## src/rtl/param_register_file.sv

```systemverilog
// General-purpose register file: two registered read ports with write bypass, one write port,
// blocked-write fault flag/counter and per-register pending-write (busy) scoreboard.
module param_register_file #(
    parameter int                        DATA_W    = 32,
    parameter int                        ADDR_W    = 5,
    parameter logic [(2**ADDR_W)-1:0]    PROT_MASK = 32'h0C00_0000,
    parameter int                        SP_INDEX  = 29,
    parameter int                        SP_INIT   = 1023,
    parameter int                        FCNT_W    = 8
) (
    input  logic                     Clk,
    input  logic                     Rst_n,
    input  logic [ADDR_W-1:0]        ReadReg1,
    input  logic [ADDR_W-1:0]        ReadReg2,
    output logic signed [DATA_W-1:0] ReadData1,
    output logic signed [DATA_W-1:0] ReadData2,
    output logic                     Busy1,
    output logic                     Busy2,
    input  logic                     RegWrite,
    input  logic [ADDR_W-1:0]        WAddr,
    input  logic signed [DATA_W-1:0] WData,
    input  logic                     ResvEn,
    input  logic [ADDR_W-1:0]        ResvAddr,
    output logic                     WriteFault,
    output logic [FCNT_W-1:0]        FaultCount
);

    localparam int DEPTH = 2**ADDR_W;

    logic [DATA_W-1:0] regs_q [DEPTH];
    logic [DATA_W-1:0] regs_d [DEPTH];
    logic [DEPTH-1:0]  busy_q, busy_d;
    logic [DATA_W-1:0] rd1_q, rd1_d, rd2_q, rd2_d;
    logic              busy1_q, busy1_d, busy2_q, busy2_d;
    logic              fault_q, fault_d;
    logic [FCNT_W-1:0] fcnt_q, fcnt_d;
    logic              wr_acc, resv_acc;

    always_comb begin
        wr_acc   = RegWrite && (WAddr != '0) && !PROT_MASK[WAddr];
        resv_acc = ResvEn && (ResvAddr != '0) && !PROT_MASK[ResvAddr];

        regs_d = regs_q;
        if (wr_acc) begin
            regs_d[WAddr] = WData;
        end

        // Reserve is applied after the write-back clear so a same-cycle reserve wins.
        busy_d = busy_q;
        if (wr_acc) begin
            busy_d[WAddr] = 1'b0;
        end
        if (resv_acc) begin
            busy_d[ResvAddr] = 1'b1;
        end

        // Reading next-state storage gives the write-to-read bypass for free.
        rd1_d   = (ReadReg1 == '0) ? '0 : regs_d[ReadReg1];
        rd2_d   = (ReadReg2 == '0) ? '0 : regs_d[ReadReg2];
        busy1_d = busy_d[ReadReg1];
        busy2_d = busy_d[ReadReg2];

        fault_d = RegWrite && !wr_acc;
        fcnt_d  = fcnt_q;
        if (fault_d && (fcnt_q != '1)) begin
            fcnt_d = fcnt_q + FCNT_W'(1);
        end
    end

    always_ff @(posedge Clk or negedge Rst_n) begin
        if (!Rst_n) begin
            for (int i = 0; i < DEPTH; i++) begin
                regs_q[i] <= (i == SP_INDEX) ? DATA_W'(SP_INIT) : '0;
            end
            busy_q  <= '0;
            rd1_q   <= '0;
            rd2_q   <= '0;
            busy1_q <= 1'b0;
            busy2_q <= 1'b0;
            fault_q <= 1'b0;
            fcnt_q  <= '0;
        end else begin
            regs_q  <= regs_d;
            busy_q  <= busy_d;
            rd1_q   <= rd1_d;
            rd2_q   <= rd2_d;
            busy1_q <= busy1_d;
            busy2_q <= busy2_d;
            fault_q <= fault_d;
            fcnt_q  <= fcnt_d;
        end
    end

    assign ReadData1  = rd1_q;
    assign ReadData2  = rd2_q;
    assign Busy1      = busy1_q;
    assign Busy2      = busy2_q;
    assign WriteFault = fault_q;
    assign FaultCount = fcnt_q;

endmodule

```

## config.mk

```make
export PLATFORM = sky130hd
export DESIGN_NAME = param_register_file
export DESIGN_NICKNAME = d
export VERILOG_FILES = /design/src/rtl/param_register_file.sv
export SDC_FILE = /design/constraint.sdc
export NUM_CORES = 2
export LEC_CHECK = 0
export CORE_UTILIZATION = 55
export CTS_BUF_LIST = sky130_fd_sc_hd__clkbuf_8
export DETAILED_ROUTE_END_ITERATION = 6
export PLACE_DENSITY = 0.72
export SLEW_MARGIN = 20
export SYNTH_ARGS = -nofsm -noshare
export SYNTH_HDL_FRONTEND = slang
export SYNTH_SLANG_ARGS = --single-unit
export TNS_END_PERCENT = 1
```

## constraint.sdc

```tcl
create_clock -name Clk -period 1.88 [get_ports Clk]
set_input_delay 0.282 -clock Clk [delete_from_list [all_inputs] [get_ports Clk]]
set_output_delay 0.282 -clock Clk [all_outputs]
set_load 0.005 [all_outputs]
```

==> key figures <==
Status
  • Outcome: complete, but fails checks
  • Failing checks: DRC, setup timing

Placement
  • Count of buffers from port buffering: 130
  • Placed cells: 8,194
  • Placed Instance Area: 73,700 µm²
  • GP Congestion: 1.10
  • HPWL Detailed: 209,000 µm

Clocking
  • Clk slew on worst S/H paths: 0.06 ns
  • Clock Sinks: 1,131
  • H-tree depth: 4
  • CTS tree: yes
  • Clock Path Buffers: 3
  • Root Driver: clkbuf_8
  • Latest clock arrival within the worst-skew pair: 0.96 ns
  • CTS Buf Count: 195

GRT
  • Tot GR Track Use: 54.1%
  • Met2 Use GR: 74.5%
  • First-pass GRT wire length: 414,000 µm
  • Initial antenna violation count: 27
  • Largest net degree at the start of global routing: 81
  • Gr busiest metal: met2
  • GR Overflow Total: 0
  • Met1 usage: 66.6%
  • Met3 GRT Util: 24.0%
  • Vias in the first global route: 59,353

Route
  • Vias per cell: 7.04
  • Vias: 60,893
  • Post-DRT Antenna Nets: 0
  • DRT Pass-1 Iters: 7
  • Wire per inst: 34.4 µm
  • DR iter-0 viols: 10,006
  • Drt drc: 2
  • WL final: 297,000 µm

Setup path
  • Setup crit end kind: register
  • Reg2reg end: ReadData1[18]
  • Crit path cell chain: buf_2 -> buf_6 -> nor4bb_4 -> buf_4 -> buf_8 -> nand2_8 -> buf_12 -> mux2_4 -> a221oi_2 -> o21ai_1 -> o211ai_1 -> o31ai_1
  • Arrival @ worst endpoint: 2.81 ns
  • Startpoint types: input pin
  • Worst-path fanout max: 6
  • Top cell family by delay on the critical path: compound AO/OA/AOI/OAI gates
  • Type of the worst setup path: in2reg
  • Reg2Reg Launch Point: regs_q[210]
  • Req. time, crit path: 2.65 ns
  • R2R cell count: 5
  • Max stage delay on crit path: 0.49 ns
  • CP Buf/Inv Count: 5
  • Worst path slowest cell: o211ai_1
  • R2r setup slk: -0.05 ns

Synth
  • Syn_area_per_cell: 10.2 µm²
  • Seq/Total Area, Yosys: 48.8%
  • Synthesized flop and latch total: 1,131
  • Cell with the most instances after synthesis: dfrtp_1
  • Synthesis Warnings: 0
  • Post-synth top area cell: dfrtp_1
  • Ys flop type: dfrtp_1
  • Share of the synthesized area in the top cell type: 48.3%
  • EDFF count, synth: 0
  • Mapped Cells: 5,673
  • Syn_nets: 5,730
  • Ys async rst share: 100%
  • Mapped Area: 58,000 µm²
  • Unique cell type count in the Yosys netlist: 87
  • Post-synth top cells: 1,121 x dfrtp_1, 529 x nand2_1, 493 x mux2_2
  • Largest cells by area after synthesis: dfrtp_1 48%, mux2_2 9.6%, mux2i_1 5.3%

Floorplanning
  • # rows: 118
  • Die W: 327 µm
  • Die area: 107,000 µm²
  • Core area: 104,000 µm²
  • Initial core utilization: 55.8%
  • DIE HEIGHT: 327 µm
  • Ports: 131

Power and ir drop
  • Int Power: 50.5 mW
  • Logic pwr share: 27.1%
  • Sw Share: 32.3%
  • Net Switching: 24.1 mW
  • Pwr/cell area: 931 nW/µm²
  • Clk pwr share: 32.2%
  • P_leak: 39.8 nW
  • Peak supply drop: 843 µV
  • Reg power frac: 40.7%

Timing
  • Max Clock Skew: 0.0390 ns
  • Final Hold Fails: 0
  • Max frequency: 490 MHz
  • Worst-margin pin slew: 0.735 ns
  • Tmin final: 2.04 ns
  • Max-slew headroom: 50.8%
  • Final setup vio count: 25
  • Final period utilization: 109%
  • RSZ-0062 raised after global routing: yes
  • Final Max Tran Viols: 0
  • Final WS setup: -0.161 ns

Final layout
  • Layout cells sized above 1: 39.9%
  • Nets: 7,146
  • Final Cell Area: 80,100 µm²
  • Cell Count, Final, Fillers Out: 8,651
  • Fill count: 6,884
  • Area Overhead vs Synth: 37.9%

Min path
  • Worst min path class: in2async

Flow run
  • Max cap viols: 0
worst max path at each step:
stage	start	endpoint	slack [ns]	cells after the start
2_1_floorplan	WAddr[4]	ReadData2[16]	-0.43	10
3_3_place_gp	WAddr[3]	ReadData1[26]	-1.68	12
3_5_place_dp	WAddr[3]	ReadData1[26]	-1.68	9
4_1_cts	RegWrite	ReadData2[18]	-0.13	14
5_1_grt	WAddr[4]	ReadData2[9]	-0.15	12
6_report	WAddr[2]	ReadData1[18]	-0.16	12
tightest hold or removal path: stages:
cell and delay [ns]:
dlygate4sd3_1 0.56, buf_8 0.22, buf_12 0.25
through the flow:
step / util, % / hold slack [ns] / power (mW) / setup TNS (ns) / setup slack (ns)
floorplan: - / -0.0136 / 39.1 / -25.76 / -0.428
global placement: 70.8 / 0.146 / 48.4 / -593.95 / -1.68
detailed placement: 70.8 / 0.144 / 49.1 / -611.51 / -1.68
CTS: 75.9 / 0.00833 / 72.9 / -2.89 / -0.131
global route: 76.9 / 0.0327 / 76.5 / -1.86 / -0.150
finish: 76.9 / 0.0232 / 74.6 / -1.21 / -0.161
repair_timing:
item	CTS	global route
endpoints found under the hold margin	1128	0
pin swaps	28	48
endpoints found under the setup margin	141	106
cloned	6	5
hold buffers	3	0
setup buffers	37	29
gates resized for setup	342	248
flip-flops by register name, summed over array words and instances (netlist names):
register / cells
Busy2: 1
FaultCount: 8
busy_q: 32
regs_q: 1024
WriteFault: 1
ReadData1: 32
Busy1: 1
ReadData2: 32
power groups by stage:
stage	Sequential [mW]	Combinational [mW]	Clock, mW
finish	30.3	20.2	24.0
global route	30.6	21.0	24.9
CTS	30.1	19.0	23.8
detailed placement	30.5	18.5	0
global placement	30.3	18.1	0
floorplan	29.9	9.18	0
layout make-up:
type / instances / area, µm² / share of cell area, %
antenna: 18 / 45.0 / 0.0563
multi-input combinational: 3648 / 27700 / 34.6
clock inverter: 100 / 572 / 0.714
tap: 1380 / 1730 / 2.16
timing repair buffer: 1846 / 17100 / 21.4
sequential: 1131 / 28300 / 35.4
inverter: 267 / 1010 / 1.26
clock buffer: 261 / 3590 / 4.49
cell families after synthesis:
family	Yosys count	synth area share (%)
AO/OA/AOI/OAI	1656	19.5
XOR/XNOR	11	0.166
adder cells (fa/ha/maj)	1	0.0216
buffers and inverters	895	6.11
flip-flops	1131	48.8
multiplexers	857	17.0
AND/OR/NAND/NOR	1122	8.38
cell usage in the layout, fill, tap and decap left out, types with 16 or more instances in the layout:
cell                n
buf_4            1448
o21ai_1            62
o31ai_1            16
nor2_1            262
nand3_1            70
diode_2            18
a22oi_1            84
buf_6              29
o32ai_1            20
mux4_2             52
a32o_1             19
clkbuf_8          261
o22ai_1           280
o211ai_1           31
nand2_1           505
clkbuf_2           25
dfrtp_1          1116
clkdlybuf4s50_1    38
a2bb2oi_1          17
mux2_2            488
nor3_1             96
clkdlybuf4s15_1    40
o2bb2ai_1          21
a221o_1            23
a21oi_1           164
o21ai_0           328
a221oi_2           34
a211oi_1           42
a31oi_1            42
buf_2              17
inv_1             329
buf_12            225
o221ai_1           36
o22a_1             43
a32oi_1            22
a311oi_1           17
a221oi_1           87
mux2i_1           288
a22o_1             46
per-layer routing:
metal	part of all wire, %	vias to the layer above
met5	0.13	-
met3	16	1765
met2	40	5948
met1	34	29369
li1	-	23783
met4	9.4	28
Power figures use the tool's default switching activity.
